$ cat src/rtl/arcade_input_mapper.sv
// arcade_input_mapper: maps PS/2 key events and joysticks to registered per-player
// arcade controls, with SOCD cleaning, cocktail mirroring and a stretched coin pulse.
module arcade_input_mapper #(
  parameter int          NUM_PLAYERS  = 2,
  parameter logic [15:0] COIN_PULSE   = 16'd50000,
  parameter bit          SOCD_NEUTRAL = 1'b1
) (
  input  logic                     clk_sys,
  input  logic                     reset_n,
  input  logic [10:0]              ps2_key,
  input  logic [16*NUM_PLAYERS-1:0] joystick,
  input  logic                     cocktail,
  input  logic                     auto_coin,
  output logic [NUM_PLAYERS-1:0]   p_right,
  output logic [NUM_PLAYERS-1:0]   p_left,
  output logic [NUM_PLAYERS-1:0]   p_down,
  output logic [NUM_PLAYERS-1:0]   p_up,
  output logic [NUM_PLAYERS-1:0]   p_fire,
  output logic [NUM_PLAYERS-1:0]   p_start,
  output logic                     coin
);
  logic                          toggle_q, toggle_d, prime_q, prime_d;
  logic [1:0][4:0]               kp_q, kp_d;
  logic [1:0]                    ks_q, ks_d, kc_q, kc_d;
  logic [15:0]                   cnt_q, cnt_d;
  logic                          coin_q, coin_d;
  logic [NUM_PLAYERS-1:0][5:0]   ctl_q, ctl_d, res;
  logic [3:0][5:0]               key_pl;
  logic                          ev, coin_req, unused_jbits;
  assign unused_jbits = ^joystick;
  assign ev = prime_q && (ps2_key[10] != toggle_q);
  always_comb begin
    kp_d = kp_q;
    ks_d = ks_q;
    kc_d = kc_q;
    if (ev) begin
      case (ps2_key[8:0])
        9'h175:         kp_d[0][3] = ps2_key[9];
        9'h172:         kp_d[0][2] = ps2_key[9];
        9'h16B:         kp_d[0][1] = ps2_key[9];
        9'h174:         kp_d[0][0] = ps2_key[9];
        9'h029, 9'h014: kp_d[0][4] = ps2_key[9];
        9'h01D:         kp_d[1][3] = ps2_key[9];
        9'h01C:         kp_d[1][1] = ps2_key[9];
        9'h01B:         kp_d[1][2] = ps2_key[9];
        9'h023:         kp_d[1][0] = ps2_key[9];
        9'h012:         kp_d[1][4] = ps2_key[9];
        9'h005, 9'h016: ks_d[0] = ps2_key[9];
        9'h006, 9'h01E: ks_d[1] = ps2_key[9];
        9'h02E:         kc_d[0] = ps2_key[9];
        9'h036:         kc_d[1] = ps2_key[9];
        default: ;
      endcase
    end
  end
  always_comb begin
    key_pl = '0;
    key_pl[0] = {ks_q[0], kp_q[0]};
    key_pl[1] = {ks_q[1], kp_q[1]};
    res = '0;
    ctl_d = '0;
    coin_req = |kc_q;
    for (int p = 0; p < NUM_PLAYERS; p++) begin
      res[p] = joystick[16*p +: 6] | key_pl[p];
      if (SOCD_NEUTRAL && res[p][0] && res[p][1]) res[p][1:0] = 2'b00;
      if (SOCD_NEUTRAL && res[p][2] && res[p][3]) res[p][3:2] = 2'b00;
      coin_req = coin_req | joystick[16*p+6] | (auto_coin & res[p][5]);
      ctl_d[p] = res[p];
      // player 2 follows player 1 on an upright cabinet; start stays independent
      if (p == 1 && !cocktail) ctl_d[p][4:0] = res[0][4:0];
    end
    cnt_d = coin_req ? COIN_PULSE : (cnt_q != 16'd0 ? cnt_q - 16'd1 : 16'd0);
    coin_d = cnt_d != 16'd0;
    toggle_d = ps2_key[10];
    prime_d = 1'b1;
  end
  always_ff @(posedge clk_sys or negedge reset_n) begin
    if (!reset_n) begin
      toggle_q <= 1'b0;
      prime_q <= 1'b0;
      kp_q <= '0;
      ks_q <= '0;
      kc_q <= '0;
      cnt_q <= '0;
      coin_q <= 1'b0;
      ctl_q <= '0;
    end else begin
      toggle_q <= toggle_d;
      prime_q <= prime_d;
      kp_q <= kp_d;
      ks_q <= ks_d;
      kc_q <= kc_d;
      cnt_q <= cnt_d;
      coin_q <= coin_d;
      ctl_q <= ctl_d;
    end
  end
  always_comb begin
    for (int p = 0; p < NUM_PLAYERS; p++) begin
      p_right[p] = ctl_q[p][0];
      p_left[p] = ctl_q[p][1];
      p_down[p] = ctl_q[p][2];
      p_up[p] = ctl_q[p][3];
      p_fire[p] = ctl_q[p][4];
      p_start[p] = ctl_q[p][5];
    end
  end
  assign coin = coin_q;
endmodule

$ cat config.mk
export PLATFORM = sky130hd
export DESIGN_NAME = arcade_input_mapper
export DESIGN_NICKNAME = d
export VERILOG_FILES = /design/src/rtl/arcade_input_mapper.sv
export SDC_FILE = /design/constraint.sdc
export NUM_CORES = 1
export LEC_CHECK = 0
export BUFFER_PORTS_ARGS = -buffer_cell sky130_fd_sc_hd__buf_4
export CAP_MARGIN = 20
export CORE_MARGIN = 10
export CORE_UTILIZATION = 47
export CTS_CLUSTER_SIZE = 24
export DETAILED_ROUTE_END_ITERATION = 6
export PLACE_DENSITY = 0.77
export REMOVE_ABC_BUFFERS = 1
export SLEW_MARGIN = 20
export SYNTH_ARGS = -nofsm -noshare
export SYNTH_HDL_FRONTEND = slang
export SYNTH_SLANG_ARGS = --single-unit
$ cat constraint.sdc
create_clock -name clk_sys -period 2.1 [get_ports clk_sys]
set_clock_uncertainty 0.2 [all_clocks]
set_input_delay 0.105 -clock clk_sys [delete_from_list [all_inputs] [get_ports clk_sys]]
set_output_delay 0.105 -clock clk_sys [all_outputs]
set_load 0.03 [all_outputs]
# ---- Word level (Yosys, flattened, before mapping)
# Index checks and enable logic that the tools add are counted.
dict set report word_totals {
  regBits 45
  word_cells 79
  output_inout_bits 13
  input_bits 47
}
dict set report classes {
  reduce_logical 25
  eq_ne 18
  n_mux 7
  n_bitwise 8
  add_sub_neg 1
}
# op count
set op_table {}
lappend op_table {{equality test 9 x 5 -> 1 bit, second input constant} 7}
lappend op_table {{equality test 9 x 6 -> 1 bit, second input constant} 4}
lappend op_table {{equality test 9 bit, second input constant} 4}
lappend op_table {{2-to-1 mux 16 bit} 2}
lappend op_table {{nonzero test 16 bit} 2}
lappend op_table {{AND reduction 2 bit} 14}
lappend op_table {{equality test 9 x 3 -> 1 bit, second input constant} 2}
lappend op_table {{subtractor 16 x 1 -> 16 bit, second input constant} 1}
lappend op_table {{bitwise OR 6 bit} 2}
lappend op_table {{2-to-1 mux 2 bit} 4}
lappend op_table {{OR reduction 2 bit} 4}
lappend op_table {{logical AND 1 bit} 5}
lappend op_table {{2-to-1 mux 5 bit} 1}
lappend op_table {{bitwise OR 1 bit} 4}
lappend op_table {{bitwise AND 1 bit} 2}
lappend op_table {{!= test 1 bit} 1}

# ---- Logic depth before layout (Yosys ltp)
dict set report depth {
  depth_word 7
  mapped_depth 8
  ltp_nobuf 8
}

# ---- Least setup slack after synthesis
# OpenSTA, ideal clock, no wires.
dict set report synth_timing {
  path_type {register -> register}
  startpoint {register cnt_q[8]}
  endpoint {register coin_q, in the netlist coin}
  slack_ps -167
  arrival_ps 1940
  stages_incl_launch_ff 8
  required_time_ps 1774
  n_path_buf 1
  path_cell_list {dfrtp_1 -> buf_6 -> or4_4 -> or3_4 -> o31ai_4 -> a31o_1 -> o2111a_1 -> o21ai_2}
}
dict set report synth_via {
  elab_chain_cells 4
  word_cells_on_any_way 5
}
# item line
set synth_lines {}
lappend synth_lines {{start: declaration} 25} ;# logic [15:0] cnt_q, cnt_d;
lappend synth_lines {{start signal: assignment} 93} ;# cnt_q <= cnt_d;
lappend synth_lines {{subtractor 16 x 1 -> 16 bit or nonzero test 16 bit (tied branches)} 72} ;# cnt_d = coin_req ? COIN_PULSE : (cnt_q != 16'd0 ? cnt_q - 16'd1 : 16'd0);
lappend synth_lines {{2-to-1 mux 16 bit * (2 in series)} 72}
lappend synth_lines {{nonzero test 16 bit *} 73} ;# coin_d = cnt_d != 16'd0;
lappend synth_lines {{named net coin_d} 26} ;# logic coin_q, coin_d;
lappend synth_lines {{end signal: assignment} 94} ;# coin_q <= coin_d;
lappend synth_lines {{end: declaration} 26}
# The timed path passes the listed nets; every way through them passes the cells marked *.
# A chain may end at the register's enable or synchronous reset.

# ---- Worst setup path in the final report
dict set report layout_timing {
  startpoint {register cnt_q[11]}
  endpoint {register coin_q, in the netlist coin}
}
# Same word-level chain as after synthesis.

==> flow_summary.yaml <==
placement:
  numPortBuffers: 41
  place_congestion: 0.8579
  hpwl_um: 4018
die:
  coreArea_um2: 4444
  io_pins: 60
  dieArea_um2: 7858
  die_h_um: 88.65
  num_rows: 24
  die_w_um: 88.65
  start_util_pct: 49.83
timing:
  fin_crit_ps: 2296
  setup_viol: 3
  final_hold_viol_count: 0
  max_slew.worst_pin.slew_ps: 564.4
  fin_tns_setup_ps: -289.6
  worst_slack_ps: -196.3
  fmax_mhz: 435.5
  rsz0062_at_grt: "true"
  period_share_pct: 109.3
  slew_headroom_pct: 62.37
  slew_viol_final: 0
synth:
  ys_types: 42
  ys.flop_type: "dfrtp_1"
  netlist_area_um2: 2215
  postSynthCellCount: 211
  yosysWarningCount: 0
  synth-edff-count: 0
  syn_avg_cell_area_um2: 10.50
  synth.top_cells.by_area: "dfrtp_1 (51%), mux2_2 (8.6%), nor2_1 (5.4%), xnor2_1 (3.6%), nor3_1 (2.5%)"
  async_flop_share_pct: 100.0
  synth_seq_cells: 45
  synth_top_cell_by_area: "dfrtp_1"
  synth_top_area_share_pct: 50.85
  ys_seq_area_share_pct: 50.85
worst_setup_path:
  reg2reg_depth: 6
  critical_path_class: "flop to flop"
  end_kind: "flop"
  cpPeakStageDelay_ps: 560
  startpoint: "cnt_q[11]$_DFF_PN0_"
  r2r-start: "cnt_q[11]$_DFF_PN0_"
  cp_slowest_cell: "or4_4"
  cp_max_fo: 4
  r2r_slack_ps: -200
  crit_chain: "or4_4 > or3_4 > o31ai_4 > a31o_1 > o2111a_1 > o21ai_2"
  critPathLaunchType: "flop"
  worstPathArrival_ps: 2280
  worstPathRequired_ps: 2080
hold_path:
  hp-start: "joystick[17]"
  min_path_cells: 3
  hold_path_class: "input port to flop"
drt:
  via_per_inst: 5.500
  drc: 0
  drtIter0Drc: 201
  vias: 1947
  wirelength_um: 5781
  wl_per_cell_um: 16.33
  first_pass_iters: 4
  ant_nets: 0
final_layout:
  antenna_cells: 0
  fillers: 314
  layout.cells.most_common_list: "buf_4 (67), dfrtp_1 (45), nor2_1 (31)"
  nets: 349
  area_growth_pct: 40.96
  final_common_cell: "buf_4"
  drive_gt1_share_pct: 37.75
  regArea_um2: 1126
  multi_input_area_um2: 1091
outcome:
  status: "finished, violations left"
  failed_checks: "negative setup slack"
global_routing:
  grt_pass1_wl_um: 9494
  grt_max_degree: 46
  grt.total_usage_pct: 15.26
  globalRoute.totalOverflow: 0
  grt_pass1_vias: 1992
  antenna_found_initial: 0
power_and_ir_drop:
  peakVddDrop_v: 0.0003174
  finalPower_mw: 1.723
  p_per_area_nw_per_um2: 552.1
  p_leak_nw: 1.399
clocking:
  clk_latency_ps: 300
  clock_sinks: 45
  cts_buffer_depth: 2
  cts_tree: "done"
  root_buffer: "clkbuf_8"
  numCtsBuffers: 5
  clk_pin_slew_worst_paths_ps: 90
  htreeDepth: 2
flow_run:
  cap_violations: 0
per-layer routing:
layer | up-vias | global-route usage, % | share of wire, %
li1 | 931 | - | -
met1 | 951 | 19.13 | 42
met2 | 59 | 24.87 | 50
met3 | 6 | 4.044 | 6.6
met4 | 0 | 5.140 | 1.5
met5 | - | 0 | 0
registers in the layout (all words and copies together), names as in the netlist, 2 cells and up:
signal and flops:
cnt_q 16, kc_q 2, key_pl 10, ks_q 2, p_down 2, p_fire 2, p_left 2, p_right 2
p_start 2, p_up 2
cell type report:
cell class / instances / area share [%]
repair buffers: 90 / 23.53
clock buffers: 5 / 2.204
clock inverters: 3 / 0.6814
multi-input cells: 155 / 34.95
well taps: 52 / 2.084
inverters: 4 / 0.4810
flip-flops and latches: 45 / 36.07
worst paths after layout:
kind / endpoint
hold reg to reg: p_start[1]$_DFF_PN0_
max in group asynchronous: key_pl[10]$_DFFE_PN0P_
setup reg to reg: coin$_DFF_PN0_
setup / recovery: coin$_DFF_PN0_
min in group asynchronous: cnt_q[7]$_DFF_PN0_
hold / removal: p_right[1]$_DFF_PN0_
cell usage after synthesis, types with 4 or more instances:
library cell,instances
nand2_1,11
nand3_1,7
dfrtp_1,45
nor3_1,11
o21ai_0,7
mux2_2,17
nor2_1,32
nor4_1,5
xor2_1,4
inv_1,4
xnor2_1,9
or2_2,4
nor2b_1,4
clkbuf_1,5
per-stage QoR:
step	util, %	setup slack [ps]	hold WS, ps	cell area (um^2)	instances
finish	70.24	-196.3	12.81	3122	354
global route	70.24	-248.3	22.35	3122	354
CTS	69.40	-188.2	6.945	3084	354
detailed placement	61.66	-220.3	-66.12	2740	322
global placement	61.66	-177.1	-60.45	2740	322
floorplan	-	-178.3	-390.6	2180	204
critical path, delay by kind of cell (launching register included):
kind,cells,cell delay [ps]
AO/OA/AOI/OAI,4,640
flip-flops,1,390
AND/OR/NAND/NOR,2,940
power by group:
part	internal, mW	total [mW]	switching [mW]
clock network	0.236	0.545	0.309
registers	0.892	0.905	0.0134
logic	0.135	0.273	0.138
what timing repair did:
item                       4_1_cts  5_1_grt
setup endpoints to repair        7       17
gates resized for setup          5        8
hold endpoints to repair        73        0
hold buffers                    22        0
setup buffers                    2        0
pin swaps                        4        5
cells by family (layout without fill, tap and decap cells):
family	Yosys count	in the layout	share of synthesized area (%)
xor gates and xnor gates	13	13	5.141
muxes	17	17	8.644
DFF	45	45	50.85
AOI/OAI and AO/OA	23	23	7.853
and+or+nand+nor	100	100	24.52
buffers and inverters	11	102	2.260
adders and majority gates	1	1	0.5649
other	1	1	0.1693
(Power assumes the default switching activity.)
